==> src/rtl/alu_pkg.sv <==
// Shared ALU opcode encodings, default widths and the ID/EX payload record.
// The payload field widths follow XLEN/RADDR_W declared here.
package alu_pkg;

    localparam int XLEN    = 32;
    localparam int RADDR_W = 5;

    localparam logic [3:0] ALU_ADD  = 4'b0000;
    localparam logic [3:0] ALU_SUB  = 4'b0001;
    localparam logic [3:0] ALU_SLL  = 4'b0010;
    localparam logic [3:0] ALU_SLT  = 4'b0100;
    localparam logic [3:0] ALU_SLTU = 4'b0110;
    localparam logic [3:0] ALU_XOR  = 4'b1000;
    localparam logic [3:0] ALU_SRL  = 4'b1010;
    localparam logic [3:0] ALU_SRA  = 4'b1011;
    localparam logic [3:0] ALU_OR   = 4'b1100;
    localparam logic [3:0] ALU_AND  = 4'b1110;

    // Source addresses and use_imm travel with the entry so held entries can snoop writeback.
    typedef struct packed {
        logic [XLEN-1:0]    a;
        logic [XLEN-1:0]    b;
        logic [3:0]         sel;
        logic [RADDR_W-1:0] rd;
        logic               we;
        logic [RADDR_W-1:0] rs1;
        logic [RADDR_W-1:0] rs2;
        logic               use_imm;
    } stage_payload_t;

    localparam stage_payload_t PAYLOAD_RESET = '0;

endpackage

==> src/rtl/fwd_mux.sv <==
// Priority operand select for one source register: EX/MEM, then MEM/WB, then register file.
// Bypassing is present only when FWD_EN is defined; otherwise the register file value passes through.
module fwd_mux #(
    parameter int XLEN    = 32,
    parameter int RADDR_W = 5
) (
    input  logic [RADDR_W-1:0] rs_addr,
    input  logic [XLEN-1:0]    rf_data,
    input  logic               mem_we,
    input  logic [RADDR_W-1:0] mem_rd,
    input  logic [XLEN-1:0]    mem_data,
    input  logic               wb_we,
    input  logic [RADDR_W-1:0] wb_rd,
    input  logic [XLEN-1:0]    wb_data,
    output logic [XLEN-1:0]    fwd_data
);

`ifdef FWD_EN
    always_comb begin
        fwd_data = rf_data;
        if (mem_we && (mem_rd == rs_addr) && (rs_addr != '0)) begin
            fwd_data = mem_data;
        end else if (wb_we && (wb_rd == rs_addr) && (rs_addr != '0)) begin
            fwd_data = wb_data;
        end
    end
`else
    logic unused_fwd;
    assign fwd_data   = rf_data;
    assign unused_fwd = ^{rs_addr, mem_we, mem_rd, mem_data, wb_we, wb_rd, wb_data};
`endif

endmodule

==> src/rtl/id_ex_stage.sv <==
// ID/EX register with a 2-entry skid buffer, operand bypassing and held-entry writeback snoop.
// Define FWD_EN to enable bypassing and snoop; without it the hazard unit must stall instead.
module id_ex_stage
    import alu_pkg::*;
#(
    parameter int XLEN    = alu_pkg::XLEN,
    parameter int RADDR_W = alu_pkg::RADDR_W
) (
    input  logic               clk,
    input  logic               rst,
    input  logic               flush,
    input  logic               in_valid,
    output logic               in_ready,
    input  logic [RADDR_W-1:0] in_rs1_addr,
    input  logic [RADDR_W-1:0] in_rs2_addr,
    input  logic [XLEN-1:0]    in_rs1_data,
    input  logic [XLEN-1:0]    in_rs2_data,
    input  logic [XLEN-1:0]    in_imm,
    input  logic               in_use_imm,
    input  logic [3:0]         in_sel,
    input  logic [RADDR_W-1:0] in_rd,
    input  logic               in_we,
    input  logic               mem_we,
    input  logic [RADDR_W-1:0] mem_rd,
    input  logic [XLEN-1:0]    mem_data,
    input  logic               wb_we,
    input  logic [RADDR_W-1:0] wb_rd,
    input  logic [XLEN-1:0]    wb_data,
    output logic               out_valid,
    input  logic               out_ready,
    output logic [XLEN-1:0]    alu_a,
    output logic [XLEN-1:0]    alu_b,
    output logic [3:0]         alu_sel,
    output logic [RADDR_W-1:0] out_rd,
    output logic               out_we
);

    stage_payload_t  main_q, main_d, skid_q, skid_d;
    stage_payload_t  main_held, skid_held, in_pl;
    logic            out_valid_q, out_valid_d;
    logic            skid_valid_q, skid_valid_d;
    logic            in_fire, out_fire;
    logic [XLEN-1:0] fwd_rs1, fwd_rs2;

    fwd_mux #(.XLEN(XLEN), .RADDR_W(RADDR_W)) u_fwd_rs1 (
        .rs_addr(in_rs1_addr), .rf_data(in_rs1_data),
        .mem_we(mem_we), .mem_rd(mem_rd), .mem_data(mem_data),
        .wb_we(wb_we), .wb_rd(wb_rd), .wb_data(wb_data),
        .fwd_data(fwd_rs1)
    );

    fwd_mux #(.XLEN(XLEN), .RADDR_W(RADDR_W)) u_fwd_rs2 (
        .rs_addr(in_rs2_addr), .rf_data(in_rs2_data),
        .mem_we(mem_we), .mem_rd(mem_rd), .mem_data(mem_data),
        .wb_we(wb_we), .wb_rd(wb_rd), .wb_data(wb_data),
        .fwd_data(fwd_rs2)
    );

    always_comb begin
        in_pl         = PAYLOAD_RESET;
        in_pl.a       = fwd_rs1;
        in_pl.b       = in_use_imm ? in_imm : fwd_rs2;
        in_pl.sel     = in_sel;
        in_pl.rd      = in_rd;
        in_pl.we      = in_we;
        in_pl.rs1     = in_rs1_addr;
        in_pl.rs2     = in_rs2_addr;
        in_pl.use_imm = in_use_imm;
    end

`ifdef FWD_EN
    // A waiting entry would otherwise miss a writeback that retires while it is stalled.
    function automatic stage_payload_t snoop(input stage_payload_t e, input logic we,
                                             input logic [RADDR_W-1:0] rd,
                                             input logic [XLEN-1:0] data);
        stage_payload_t r;
        r = e;
        if (we && (rd != '0)) begin
            if (e.rs1 == rd) r.a = data;
            if (!e.use_imm && (e.rs2 == rd)) r.b = data;
        end
        return r;
    endfunction

    always_comb begin
        main_held = main_q;
        skid_held = skid_q;
        if (out_valid_q)  main_held = snoop(main_q, wb_we, wb_rd, wb_data);
        if (skid_valid_q) skid_held = snoop(skid_q, wb_we, wb_rd, wb_data);
    end
`else
    logic unused_held;
    assign main_held   = main_q;
    assign skid_held   = skid_q;
    assign unused_held = ^{main_q.rs1, main_q.rs2, main_q.use_imm};
`endif

    assign in_fire  = in_valid & in_ready;
    assign out_fire = out_valid_q & out_ready;

    always_comb begin
        main_d       = main_held;
        skid_d       = skid_held;
        out_valid_d  = out_valid_q;
        skid_valid_d = skid_valid_q;
        if (!out_valid_q || out_fire) begin
            if (skid_valid_q) begin
                main_d       = skid_held;
                out_valid_d  = 1'b1;
                skid_valid_d = 1'b0;
            end else if (in_fire) begin
                main_d      = in_pl;
                out_valid_d = 1'b1;
            end else begin
                out_valid_d = 1'b0;
            end
        end else if (in_fire) begin
            skid_d       = in_pl;
            skid_valid_d = 1'b1;
        end
        // Redirect wins over any transfer decided above.
        if (flush) begin
            out_valid_d  = 1'b0;
            skid_valid_d = 1'b0;
        end
    end

    always_ff @(posedge clk) begin
        if (rst) begin
            main_q       <= PAYLOAD_RESET;
            skid_q       <= PAYLOAD_RESET;
            out_valid_q  <= 1'b0;
            skid_valid_q <= 1'b0;
        end else begin
            main_q       <= main_d;
            skid_q       <= skid_d;
            out_valid_q  <= out_valid_d;
            skid_valid_q <= skid_valid_d;
        end
    end

    assign in_ready  = ~skid_valid_q;
    assign out_valid = out_valid_q;
    assign alu_a     = main_q.a;
    assign alu_b     = main_q.b;
    assign alu_sel   = main_q.sel;
    assign out_rd    = main_q.rd;
    assign out_we    = out_valid_q & main_q.we;

endmodule

==> config.mk <==
export PLATFORM = sky130hd
export DESIGN_NAME = id_ex_stage
export DESIGN_NICKNAME = d
export VERILOG_FILES = /design/src/rtl/alu_pkg.sv /design/src/rtl/fwd_mux.sv /design/src/rtl/id_ex_stage.sv
export SDC_FILE = /design/constraint.sdc
export NUM_CORES = 1
export LEC_CHECK = 0
export CORE_ASPECT_RATIO = 0.9
export CORE_MARGIN = 2
export CORE_UTILIZATION = 41
export DETAILED_ROUTE_END_ITERATION = 10
export PLACE_DENSITY = 0.78
export SYNTH_ARGS = -nofsm -noshare
export SYNTH_HDL_FRONTEND = slang
export SYNTH_SLANG_ARGS = --single-unit
==> constraint.sdc <==
create_clock -name clk -period 1.42 [get_ports clk]
set_input_delay 0.213 -clock clk [delete_from_list [all_inputs] [get_ports clk]]
set_output_delay 0.213 -clock clk [all_outputs]
set_load 0.01 [all_outputs]
### Yosys cells after proc, flatten, opt, wreduce, memory -nomap -nowiden

Index checks and enable logic that the tools add are counted.

| word-level totals | value |
|---|---|
| input port bits | 198 |
| bits in writable memories | 0 |
| bits in read-only memories | 0 |
| word-level logic and storage cells | 32 |
| memories kept | 0 |
| output and inout bits | 76 |
| latch bits | 0 |
| register bits after elaboration | 161 |

| operators by class | value |
|---|---|
| reductions and logical operators | 7 |
| shift-type cells | 0 |
| multiply operators | 0 |
| equal/unequal tests | 0 |
| muxes and demuxes | 5 |
| divide/modulo/power cells | 0 |
| $add $sub $neg | 0 |
| $lt $le $gt $ge | 0 |
| bitwise logic cells | 5 |

Operator list:

| operator | number |
|---|---|
| $mux W85 | 2 |
| $mux W32 | 1 |
| $reduce_and A2 Y1 | 2 |
| $and A1 B1 Y1 | 3 |
| $reduce_or A3 Y1 | 1 |
| $mux W1 | 2 |
| $not A1 Y1 | 2 |
| $reduce_bool A2 Y1 | 1 |
| $reduce_or A2 Y1 | 1 |
| $logic_not A1 Y1 | 1 |
| $logic_or A1 B1 Y1 | 1 |

### Depth between registers and ports, before layout

| logic depth | value |
|---|---|
| depth after elaboration | 4 |
| depth in mapped cells | 6 |
| mapped depth without buffers | 3 |

### Hierarchy

Synthesis repeated with hierarchy kept, for this count alone.

| unflattened totals | value |
|---|---|
| cell total of the unflattened synthesis | 858 |
| area, all modules | 7898.8 um2 |

Modules (own cells, without submodules):

| module | cells an instance | area an instance (um2) | sequential area each (um2) | instances |
|---|---|---|---|---|
| id_ex_stage | 794 | 7418.4 | 3002.9 | 1 |
| fwd_mux | 32 | 240.2 | 0.0 | 2 |

### Least setup slack after synthesis

OpenSTA, ideal clock, no wires.

| timing | value |
|---|---|
| path type | register to register |
| start | register skid_valid_q |
| end | register main_q, in the netlist alu_a[17] |
| stages on the path, launching flop included | 7 |
| library setup time | 0.146 ns |
| data arrival time | 1.169 ns |
| data required time | 1.274 ns |
| slack | 0.105 ns |
| buffers on the path | 3 |
| period minus slack after synthesis | 1.315 ns |
| path through | dfxtp_1 > buf_2 > or2_1 > buf_4 > buf_2 > a21oi_1 > a211oi_2 |

| between the ends | value |
|---|---|
| longest elaborated chain between the ends | 4 |
| elaborated cells between the ends (all ways) | 5 |
| classes of those cells | mux: 1; bitwise: 2; reduce/logical: 2 |

Ends and longest elaborated chain:

| item | RTL line | source |
|---|---|---|
| start, declared | id_ex_stage.sv:41 | `logic skid_valid_q, skid_valid_d;` |
| start signal, assigned | id_ex_stage.sv:138 | `skid_valid_q <= skid_valid_d;` |
| $not A1 Y1 | id_ex_stage.sv:142 | `assign in_ready = ~skid_valid_q;` |
| $and A1 B1 Y1 | id_ex_stage.sv:98 | `assign in_fire = in_valid & in_ready;` |
| $reduce_bool A2 Y1 (no line) | -- |  |
| $reduce_and A2 Y1 (no line) | -- |  |
| end signal, assigned | id_ex_stage.sv:135 | `main_q <= main_d;` |
| end, declared | id_ex_stage.sv:38 | `stage_payload_t main_q, main_d, skid_q, skid_d;` |

Several ways; a longest one is shown, not always the timed one.
A chain may end at the register's enable or synchronous reset.

### Final worst setup path

| timing | value |
|---|---|
| start | register skid_valid_q |
| end | output in_ready |

| between the ends | value |
|---|---|
| longest elaborated chain between the ends | 1 |

Ends and longest elaborated chain:

| item | RTL line | source |
|---|---|---|
| $not A1 Y1 | id_ex_stage.sv:142 |  |
| end, declared | id_ex_stage.sv:13 | `output logic in_ready,` |

Every way passes these cells.

==> results.txt <==
Largest net degree at the start of global routing: 50
Clock share of power: 39.5%
Max-capacitance violation count: 0
Post-route cell area: 0.00971 mm^2
Highest Signal Layer: met4
RSZ-0062 raised after global routing: no
CTS max path bufs: 2
IO buf count: 187
Total clock sinks: 150
Via/cell ratio: 5.31
Post-DP Area: 0.00928 mm^2
CP top delay family: flip-flops
Headroom to the max-slew limit: 73.3%
CP peak stage delay: 390 ps
Worst Skew: 6.89 ps
Most frequent cell after synthesis: dfxtp_1
Iter 0 DRT Violations: 255
Fin. Hold Viols: 0
Clock-pin slew on the worst setup and hold paths: 60 ps
Post-DR wirelength/cell: 16.5 um
Asr flop ratio synth: 0%
Crit Path Max Fanout: 6
Drt total wl: 18.9 mm
Main synth FF type: dfxtp_1
Worst setup SP type: flip-flop
Setup crit end kind: output pin
H-tree depth: 4
Initial Util: 42.0%
Final nets: 1,094
Initial antenna violation count: 0
Met3 wire length: 976 um
Clk_lat worst skew: 420 ps
Gate power share: 16.1%
Post-detail-place hpwl: 12.6 mm
Tot GR Track Use: 19.7%
Pre-antenna DRT Iters: 4
Synth cell types: 27
Reg area: 0.00301 mm^2
Worst-case vdd ir drop: 0.760 mV
Sw power: 2.57 mW
Sw Share: 25.4%
Internal power: 7.56 mW
Area contributors post-synth: dfxtp_1, buf_4, a211oi_2, a21oi_1, mux2i_1
Met1 Wirelength: 8.18 mm
Vias in the first global route: 6,100
Arr. time, crit path: 1150 ps
Tmin final: 1360 ps
Setup WS post-layout: 61.1 ps
Mean Syn Cell Area: 9.34 um^2
Total CTS buffers: 17
PwrDens: 1040 mW/mm^2
Worst EP required: 1210 ps
Lkg Pwr: 3.52 nW
Global-route wire length before repair: 31.3 mm
Synth area leader: dfxtp_1
Filler instances: 1,566
Post-route ant nets: 0
Core Area: 0.0177 mm^2
# diodes: 0
Sequential power share: 44.4%
Yosys warns: 0
Worst Path Buf+Inv: 2
Layout cell share with drive strength beyond 1: 17.2%
Sequential share of the synthesized area: 40.5%
Grt ovf: 0
Die X: 146 um
Mapped Nets: 992
Clk root buf: clkbuf_16
Die Y: 132 um
Final period utilization: 95.7%
Fin. max-slew vios: 0
TritonCTS clock tree: yes
Top Ports: 274
Commonest cells post-synth: dfxtp_1, buf_4, a21oi_1, nand2_1, a211oi_2
Via Count: 6,099
Met2 Wirelength: 9.39 mm
Worst min path class: in2reg
Cell Rows: 46
Fmax achieved: 0.736 GHz
Setup CP Type: reg2out
Layout Area Growth over Synthesis: 30.9%
Worst slack, placed: -273 ps
Yosys reg bits: 150
RePlAce Congestion: 0.740
Area of the multi-input gates: 0.00329 mm^2
Cell area after synthesis: 0.00742 mm^2
Die area: 0.0192 mm^2
DR DRC count: 0
Measured slew at the worst slew-check pin: 398 ps
Critical-path top delay cell: dfxtp_4
Status: completed
Synth top area share: 40.5%
Post-Syn Instances: 794
Hold buffer count at CTS: 0
Tot Pwr: 10.1 mW
Setup Viol. Count Final: 0
Post-synth EDFFs: 0
Crit-path cells: inv_1, dlygate4sd2_1
## cell families after synthesis
| kind of cell | synth area share, % |
|---|---|
| compound gates | 30.7 |
| buf+inv | 15.4 |
| flops | 40.5 |
| simple gates | 7.79 |
| mux | 5.67 |
## final timing paths
kind	from	endpoint	slack, ps	cells past startpoint
worst max-delay path	skid_valid_q	in_ready	60	2
worst max register to register	skid_valid_q	alu_a[14]	80	4
worst min register to register	skid_held[83]	skid_held[83]	450	2
worst min-delay path	rst	skid_held[64]	180	2
## worst register-to-register path, delay by kind of cell (launching register included)
family,cells,cell delay (ps)
AOI/OAI and AO/OA,2,290
DFF,1,370
buffers and inverters,1,210
and+or+nand+nor,1,350
## cells in the final DEF, fill, tap and decap left out, types with 4 or more instances in the layout
cell and count:
a211oi_1 31, a211oi_2 44, a21oi_1 84, a31oi_1 32
buf_12 24, buf_4 29, clkbuf_16 17, clkdlybuf4s50_1 109
clkinv_2 5, clkinvlp_4 4, dfxtp_1 148, dlygate4sd2_1 75
inv_1 33, mux2i_1 42, nand2_1 84, nor2b_1 32
o2111ai_1 32, o21ai_0 22, o21ai_1 10, o32ai_1 12
o32ai_2 20
## metrics by stage
stage               hold WS (ps)  setup TNS [ps]  std cells  utilization [%]
global route                 177               0       1148             54.9
floorplan                    291               0        794                -
CTS                          169               0       1148             54.9
finish                       185               0       1148             54.9
detailed placement           448          -31960       1117             52.5
global placement             441          -26830       1117             52.5
## final cells by class
cell class / instances / share of cell area, %
multi-input cells: 454 / 33.9
clock buffers: 22 / 4.78
inverters: 34 / 1.31
well taps: 240 / 3.09
flip-flops and latches: 150 / 31.0
repair buffers: 239 / 25.3
clock inverters: 9 / 0.567
## power by group through the flow
stage	clock network [mW]	registers (mW)	logic (mW)
3_3_place_gp	0	4.60	1.72
2_1_floorplan	0	4.57	1.04
4_1_cts	4.09	4.50	1.65
5_1_grt	4.26	4.52	1.77
3_5_place_dp	0	4.60	1.74
6_report	4.00	4.50	1.64
## layer usage
layer	track usage [%]	up-vias
li1	-	3010
met1	24.5	2882
met2	33.9	186
met3	3.96	21
met4	7.03	0
met5	0	-
## sequential cells by signal, indices dropped and copies added, names as in the netlist
name / flops
skid_valid_q: 1
out_rd: 5
alu_b: 32
main_held: 1
alu_sel: 4
alu_a: 32
out_valid: 1
skid_held: 74
## repair_timing
item	CTS	global route
setup buffers	0	0
resized for setup	79	2
endpoints found under the setup margin	76	2
Power figures use the tool's default switching activity.
